### src/rtl/add_sub_pipe.sv
// Pipelined adder/subtractor, one SEG_W-bit ripple segment per stage; latency WIDTH/SEG_W cycles.
// Backpressure: the whole pipe freezes while a result waits on out_ready; in_ready mirrors the advance.
module add_sub_pipe #(
    parameter int WIDTH = 32,
    parameter int SEG_W = 8
) (
    input  logic             clk,
    input  logic             rst_n,
    input  logic             in_valid,
    output logic             in_ready,
    input  logic [WIDTH-1:0] a,
    input  logic [WIDTH-1:0] b,
    input  logic             cin,
    input  logic             sub,
    output logic             out_valid,
    input  logic             out_ready,
    output logic [WIDTH-1:0] sum,
    output logic             cout,
    output logic             overflow,
    output logic             zero
);

    localparam int STAGES = WIDTH / SEG_W;
    localparam int SKW    = (STAGES > 1) ? STAGES - 1 : 1;
    localparam int L      = STAGES - 1;

    if (WIDTH % SEG_W != 0) begin : g_bad_cfg
        $fatal(1, "add_sub_pipe: WIDTH must be a multiple of SEG_W");
    end

    logic [STAGES-1:0] vld;
    logic [WIDTH-1:0]  fwd_a  [SKW];
    logic [WIDTH-1:0]  fwd_b  [SKW];
    logic [WIDTH-1:0]  part_s [STAGES];
    logic [STAGES-1:0] part_c;
    logic              ovf_q;
    logic              zero_q;

    logic [WIDTH-1:0]  op_a [STAGES];
    logic [WIDTH-1:0]  op_b [STAGES];
    logic [WIDTH-1:0]  op_s [STAGES];
    logic [WIDTH-1:0]  nx_s [STAGES];
    logic [SEG_W:0]    seg  [STAGES];
    logic [STAGES-1:0] op_c;
    logic [STAGES-1:0] op_v;
    logic [STAGES-1:0] nx_c;
    logic              advance;
    logic              ovf_nx;

    always_comb begin
        advance = ~vld[L] | out_ready;
        op_a[0] = a;
        op_b[0] = sub ? ~b : b;
        op_s[0] = '0;
        op_c[0] = cin;
        op_v[0] = in_valid;
        // Stage k sees the skewed operands and partial sum left by stage k-1.
        for (int k = 1; k < STAGES; k++) begin
            op_a[k] = fwd_a[k-1];
            op_b[k] = fwd_b[k-1];
            op_s[k] = part_s[k-1];
            op_c[k] = part_c[k-1];
            op_v[k] = vld[k-1];
        end
        for (int k = 0; k < STAGES; k++) begin
            seg[k]  = {1'b0, op_a[k][k*SEG_W +: SEG_W]}
                    + {1'b0, op_b[k][k*SEG_W +: SEG_W]}
                    + {{SEG_W{1'b0}}, op_c[k]};
            nx_s[k] = op_s[k];
            nx_s[k][k*SEG_W +: SEG_W] = seg[k][SEG_W-1:0];
            nx_c[k] = seg[k][SEG_W];
        end
        ovf_nx = (op_a[L][WIDTH-1] == op_b[L][WIDTH-1]) &
                 (nx_s[L][WIDTH-1] != op_a[L][WIDTH-1]);
    end

    always_ff @(posedge clk or negedge rst_n) begin
        if (!rst_n) begin
            vld    <= '0;
            part_c <= '0;
            ovf_q  <= 1'b0;
            zero_q <= 1'b0;
            for (int k = 0; k < STAGES; k++) part_s[k] <= '0;
            for (int k = 0; k < SKW; k++) begin
                fwd_a[k] <= '0;
                fwd_b[k] <= '0;
            end
        end else if (advance) begin
            vld <= op_v;
            // Data only moves with a live beat, so idle bubbles leave the last result in place.
            for (int k = 0; k < STAGES; k++) begin
                if (op_v[k]) begin
                    part_s[k] <= nx_s[k];
                    part_c[k] <= nx_c[k];
                end
            end
            for (int k = 0; k < STAGES - 1; k++) begin
                if (op_v[k]) begin
                    fwd_a[k] <= op_a[k];
                    fwd_b[k] <= op_b[k];
                end
            end
            if (op_v[L]) begin
                ovf_q  <= ovf_nx;
                zero_q <= (nx_s[L] == '0);
            end
        end
    end

    assign in_ready  = advance;
    assign out_valid = vld[L];
    assign sum       = part_s[L];
    assign cout      = part_c[L];
    assign overflow  = ovf_q;
    assign zero      = zero_q;

endmodule

### config.mk
export PLATFORM = sky130hd
export DESIGN_NAME = add_sub_pipe
export DESIGN_NICKNAME = d
export VERILOG_FILES = /design/src/rtl/add_sub_pipe.sv
export SDC_FILE = /design/constraint.sdc
export NUM_CORES = 1
export LEC_CHECK = 0
export BUFFER_PORTS_ARGS = -buffer_cell sky130_fd_sc_hd__buf_2
export CAP_MARGIN = 10
export CORE_MARGIN = 5
export CORE_UTILIZATION = 49
export CTS_BUF_LIST = sky130_fd_sc_hd__clkbuf_16
export DETAILED_ROUTE_END_ITERATION = 16
export PLACE_DENSITY = 0.78
export RECOVER_POWER = 100
export SLEW_MARGIN = 20
export SYNTH_ARGS = -nofsm -noshare
export SYNTH_HDL_FRONTEND = slang
export SYNTH_SLANG_ARGS = --single-unit
### constraint.sdc
create_clock -name clk -period 2.75 [get_ports clk]
set_clock_uncertainty 0.2 [all_clocks]
set_input_delay 0.55 -clock clk [delete_from_list [all_inputs] [get_ports clk]]
set_output_delay 0.55 -clock clk [all_outputs]
set_load 0.05 [all_outputs]
==> reports/results.ini, run 1 <==
[outcome]
status=finished clean

[sta]
fin_setup_tns_ps=0
worst_pin_slew_ps=977
setup_violations=0
max_freq_mhz=383
slew_headroom_pct=34.9
slew_viol_final=0
period_needed_ps=2610
hold_viol=0
period_share_pct=95.1
rsz0062_at_grt=no

[logic_synthesis]
yosys_register_bits=186
ys_warn_count=0
synth_top_area_share_pct=55.1
syn_inst=676
synthFlopType=dfrtp_1
syn_nets=782
synth.avg_cell_area_um2=12.5
synth_top_cell_by_area=dfrtp_1
netlist_top_cells_area=dfrtp_1 (55%), mux2_2 (17%), ha_1 (4.1%)
synth_edf_count=0
async_reset_ff_share_pct=100
synth_cell_types=37
synth_area_um2=8440
ys_seq_area_share_pct=55.1

[clocking]
cts-root-buf=clkbuf_16
htree_levels=4
numClockSinks=186
clk_pin_slew_ps=70
cts_tree=built
clock_path_buffers=2
cts_setup_buffers=0
insertion_delay_ps=420
cts_buffers=17

[critical_path]
crit_family=simple AND/OR/NAND/NOR gates
end_kind=flip-flop
crit_required_ps=2890
worstPathMaxFanout=2
cp_slowest_cell=fa_1
worstPathCellList=fa_1, inv_1, fa_1, nor4b_2, nand4_1, nor4_1, and4b_1, nand4_1, o31ai_2
slowest_delay_ps=520
worstSetupPathType=reg2reg
path_buf_inv=1
cp-start-kind=flip-flop
cp.arrival_ps=2750

[floorplan]
pin_count=107
initial_core_util_pct=49.3
die_height_um=141
num_rows=48
die_width_um=141
dieArea_um2=20000
core-area_um2=17100

[detailed_routing]
drcViolationCount=0
vias=5270
drt_wl_total_mm=16.2
wire_per_inst_um=15.8
postRouteAntennaNets=0
drt_iter0_drc=241
routed_via_density=5.14
dr.pass1.iters=4

[cells_and_area]
layout-drive-gt1-share_pct=30.3
instances_no_fill=1026
area_growth_pct=16.1
antenna_cells=0
design.final.nets=894
fillers=1408
multiInputGateArea_um2=3570
regArea_um2=4650

[placed_design]
placedCellCount=993
port_buffers=106
dp_hpwl_mm=12.1
gp_congestion=0.832

[global_route]
gr-total-overflow=0
grt_pass1_vias=5620
gr-usage-all-layers_pct=17.4
grt_pass1_wl_mm=27.9
antenna_found_initial=0
grt_max_degree=61

[flow_run]
max-cap-violations=0

[pwr]
cellLeakagePower_uw=0.00448
p_per_area_nw_per_um2=1270
irDropWorstVdd_uv=618

[min_path]
hp-class=in2reg

[sequential cells by signal, indices dropped and copies added (netlist names)]
signal    cells
vld           4
fwd_a        48
zero          1
sum          32
nx_s         48
part_c        4
fwd_b        48
overflow      1
[Yosys cell counts (3+ instances only)]
cell / n
o21a_1: 7
nor4b_1: 3
nor4_1: 4
fa_1: 8
o21bai_1: 5
nand2b_1: 3
inv_1: 24
a21o_1: 7
clkbuf_1: 10
mux2_2: 126
a21oi_1: 14
nor3b_1: 4
nor2_1: 16
nor3_1: 9
xor2_1: 14
dfrtp_1: 186
nand3_1: 3
ha_1: 28
buf_2: 19
o31ai_1: 8
o21ai_1: 3
xnor2_1: 34
nor2b_1: 6
nand2_1: 63
a21boi_1: 3
a211oi_1: 5
o21ai_0: 50
[final cells by class]
class	instances	area share [%]
flip-flops and latches	186	47.5
clock buffers	17	4.34
repair buffers	122	6.19
inverters	24	0.919
well taps	225	2.87
multi-input cells	437	36.4
clock inverters	15	1.76
[logic make-up (layout without fill, tap and decap cells)]
kind of cell,count (synthesis),in the layout,synth area share [%]
buffers and inverters,53,178,2.64
xor gates and xnor gates,48,48,4.98
AOI/OAI and AO/OA,108,108,7.73
adders and majority gates,36,36,6.05
and+or+nand+nor,119,119,6.68
DFF,186,186,55.1
muxes,126,126,16.8
[stage by stage]
step | instance area (um^2) | util [%] | worst slack, ps | hold WS (ps) | power (uW)
finish | 9800 | 57.3 | 136 | 154 | 12500
global route | 9800 | 57.3 | 26.0 | 148 | 13400
CTS | 9970 | 58.3 | 61.1 | 142 | 12700
detailed placement | 9370 | 54.7 | 28.0 | 258 | 10200
global placement | 9370 | 54.7 | 71.5 | 254 | 10000
floorplan | 8470 | - | 31.3 | 54.4 | 8750
[layout by cell type (no fill, tap or decap), types with 3 or more instances in the layout]
cell and instances:
nor2b_1 6, nor2_1 16, o21ai_0 52, a21oi_1 13
nor3_1 9, o21a_1 7, clkbuf_16 17, a21o_1 7
nand2_1 63, buf_4 3, a211oi_1 5, nand3_1 3
ha_1 28, nand2b_1 3, a21boi_1 3, clkbuf_1 38
mux2_2 126, clkbuf_2 8, xnor2_1 34, nor3b_1 4
fa_1 7, dfrtp_1 186, xor2_1 14, bufinv_16 3
buf_2 68, o21bai_1 5, clkinv_2 4, clkinv_4 3
o31ai_1 8, nor4_1 5, inv_1 24
[routing by layer]
layer  part of all wire, %  global-route usage [%]  wire length (um)  vias to the layer above
met5                     0                       0                 0                        -
met4                   1.7                    5.66               272                        0
met3                   3.8                    3.07               616                       18
met2                    48                    28.0              7850                       92
met1                    46                    24.2              7490                     2582
li1                      -                       -                 -                     2578
[power by group]
group          internal [uW]  switching, uW
Combinational           2250           3000
Clock                   1430           1020
Sequential              3960            789
Total                   7650           4810
[final timing paths]
check                           from   endpoint  slack (ps)  cells past startpoint
setup / recovery           part_c[2]       zero         140                      9
hold / removal                  a[9]  fwd_a[73]         150                      2
setup reg to reg           part_c[2]       zero         140                      9
hold reg to reg             overflow   overflow         270                      2
max in group asynchronous      rst_n     sum[7]         520                      3
min in group asynchronous      rst_n  fwd_a[86]         460                      2
[what timing repair did]
action,4_1_cts,5_1_grt
setup endpoints to repair,0,1
gates resized for setup,0,1
hold buffers,1,0
hold endpoints to repair,56,0
Note: power is estimated with default switching activity, not from simulation.
==> inputs of run 2 (changes only) <==
--- a/config.mk
+++ b/config.mk
@@ -5,8 +5,10 @@
 export SDC_FILE = /design/constraint.sdc
 export NUM_CORES = 1
 export LEC_CHECK = 0
+export ABC_AREA = 1
 export BUFFER_PORTS_ARGS = -buffer_cell sky130_fd_sc_hd__buf_2
 export CAP_MARGIN = 10
+export CORE_ASPECT_RATIO = 1.75
 export CORE_MARGIN = 5
 export CORE_UTILIZATION = 49
 export CTS_BUF_LIST = sky130_fd_sc_hd__clkbuf_16
@@ -17,3 +19,4 @@
 export SYNTH_ARGS = -nofsm -noshare
 export SYNTH_HDL_FRONTEND = slang
 export SYNTH_SLANG_ARGS = --single-unit
+export TNS_END_PERCENT = 50
==> run 2 against run 1 <==
Against the previous run:
- final area grew 1.2%
- sequential share of layout area shrank 0.54 points
- maximum frequency grew 12%
- synthesized cell count grew 47%
- largest power group unchanged
- critical endpoint is now in_ready
- worst hold slack lost 37 ps
- power shrank 9.1%
- first-iteration DRC count grew 23%
- register-to-register slack gained 330 ps
- clock power shrank 4%
==> reports/results.ini, run 2 <==
[outcome]
status=finished clean

[logic_synthesis]
syn_inst=997
synth_top_family_by_area=simple AND/OR/NAND/NOR gates
synth.avg_cell_area_um2=8.71
synth_mux_area_share_pct=0
ys_seq_area_share_pct=53.6
ys_warn_count=0
synth_cell_types=31
synth_edf_count=0
async_reset_ff_share_pct=100
yosys_register_bits=186
synth_top_area_share_pct=53.6
synthFlopType=dfrtp_1
synth_xor_area_share_pct=3.83
synth-simple-area-share_pct=22.0
syn_nets=1103
synthAdderAreaFrac_pct=5.88
netlist_top_cells_area=dfrtp_1 (54%), nand2_1 (17%), o21ai_0 (6.3%)
synth_common_cells=nand2_1 (391), dfrtp_1 (186), o21ai_0 (110)
yosysMostFrequentCell=nand2_1
synth_area_um2=8680
synth_compound_gate_area_share_pct=9.03
synth_top_cell_by_area=dfrtp_1

[floorplan]
die_height_um=186
pin_count=107
num_rows=64
core-area_um2=17500
initial_core_util_pct=49.7
dieArea_um2=20600
die_width_um=111

[sta]
hold_viol=0
slew_headroom_pct=31.2
max_freq_mhz=430
setup_ws_ps=425
setup_violations=0
fin_setup_tns_ps=0
worst_pin_slew_ps=1030
period_needed_ps=2330
period_share_pct=84.6
rsz0062_at_grt=no
slew_viol_final=0

[placed_design]
port_buffers=106
gp_congestion=0.876
place_ws_ps=277
detailed_place.area_um2=9420
dp_hpwl_mm=13.4

[pwr]
p_sw_share_pct=42.9
cellInternalPower_uw=6470
p_per_area_nw_per_um2=1140
power_frac_clock_pct=20.8
switchingPower_uw=4860
comb_power_share_pct=40.3
power_frac_seq_pct=38.8
cellLeakagePower_uw=0.00510
irDropWorstVdd_uv=497

[cells_and_area]
final_cell_area_um2=9920
design.final.nets=1202
layout_common_cells=nand2_1 (393), dfrtp_1 (186), o21ai_0 (110)
area_growth_pct=14.2
layout_commonest_cell=nand2_1
layout-drive-gt1-share_pct=10.6
antenna_cells=0

[flow_run]
max-cap-violations=0

[clocking]
clk_pin_slew_ps=70
cts-hold-fix-buffers=1
cts_setup_buffers=0
numClockSinks=186
cts-root-buf=clkbuf_16
cts_tree=built
cts_buffers=17
htree_levels=4
clock_path_buffers=2
ctsResizeCount=0
insertion_delay_ps=430

[critical_path]
cp.arrival_ps=1580
crit_required_ps=2000
worstPathMaxFanout=8
end_kind=output port
worstSetupPathType=reg2out
cp-start-kind=flip-flop

[detailed_routing]
drt_wl_total_mm=17.9
vias=6579
postRouteAntennaNets=0
dr.pass1.iters=5
drt_iter0_drc=296
wire_per_inst_um=13.4
routed_via_density=4.91
drcViolationCount=0

[min_path]
hp-class=in2reg

[global_route]
grt_pass1_wl_mm=30.5
grt_max_degree=65
antenna_found_initial=0
grt_pass1_vias=6477
gr-usage-all-layers_pct=18.0
gr-total-overflow=0

-- run 2: cell types whose count changed in the layout (fill, tap and decap cells not counted), moves of 14 or more --
cell,previous run,this run
mux2_2,126,0
nand3_1,3,24
nand2_1,63,393
o21ai_0,52,110
inv_1,24,74
nor2_1,16,30
-- run 2: final cells by class --
type | count | area, um^2
Tap cell | 231 | 289
Multi-Input combinational cell | 697 | 3530
Fill cell | 1627 | 7540
Inverter | 74 | 278
Sequential cell | 186 | 4650
Clock inverter | 15 | 144
Clock buffer | 17 | 425
Timing Repair Buffer | 120 | 598
-- run 2: power groups by stage --
stage / sequential, uW / combinational [uW] / clock, uW
6_report: 4400 / 4570 / 2360
4_1_cts: 4400 / 4710 / 2390
3_3_place_gp: 4400 / 4560 / 0
3_5_place_dp: 4440 / 4660 / 0
5_1_grt: 4530 / 5210 / 2520
2_1_floorplan: 5060 / 2850 / 0
-- run 2: path summary, 6_finish.rpt --
kind / from / end / slack [ps] / cells after the start
min: a[20] / fwd_a[84] / 120 / 3
min in group asynchronous: rst_n / fwd_a[75] / 640 / 2
max: vld[3] / in_ready / 420 / 2
min reg2reg: fwd_b[59] / fwd_b[27] / 280 / 2
max reg2reg: fwd_a[24] / zero / 470 / 13
max in group asynchronous: rst_n / sum[15] / 760 / 3
-- run 2: kinds of logic (layout without fill, tap and decap cells) --
family                   Yosys count  after routing
XOR/XNOR                          38             38
adder cells (fa/ha/maj)           36             36
flip-flops                       186            186
AO/OA/AOI/OAI                    148            148
AND/OR/NAND/NOR                  475            475
buffers and inverters            114            226
-- run 2: per-stage QoR --
stage	hold slack [ps]	total power (uW)	utilization [%]	cells
3_3_place_gp	255	8970	54.0	1307
3_5_place_dp	259	9100	54.0	1307
6_report	117	11300	56.8	1340
4_1_cts	104	11500	57.3	1340
2_1_floorplan	54.4	7900	-	997
5_1_grt	116	12300	56.8	1340
-- run 2: critical path, stage by stage (launching register included) --
cell,delay [ps]
dfrtp_1,370
nand2_1,260
clkbuf_1,510
-- run 2: metal layers --
layer	up-vias	routed length (um)	part of all wire [%]	GRT usage [%]
li1	3370	-	-	-
met1	3038	7650	43	21.8
met2	139	9190	51	31.9
met3	32	654	3.6	3.22
met4	0	427	2.4	7.54
met5	-	0	0	0
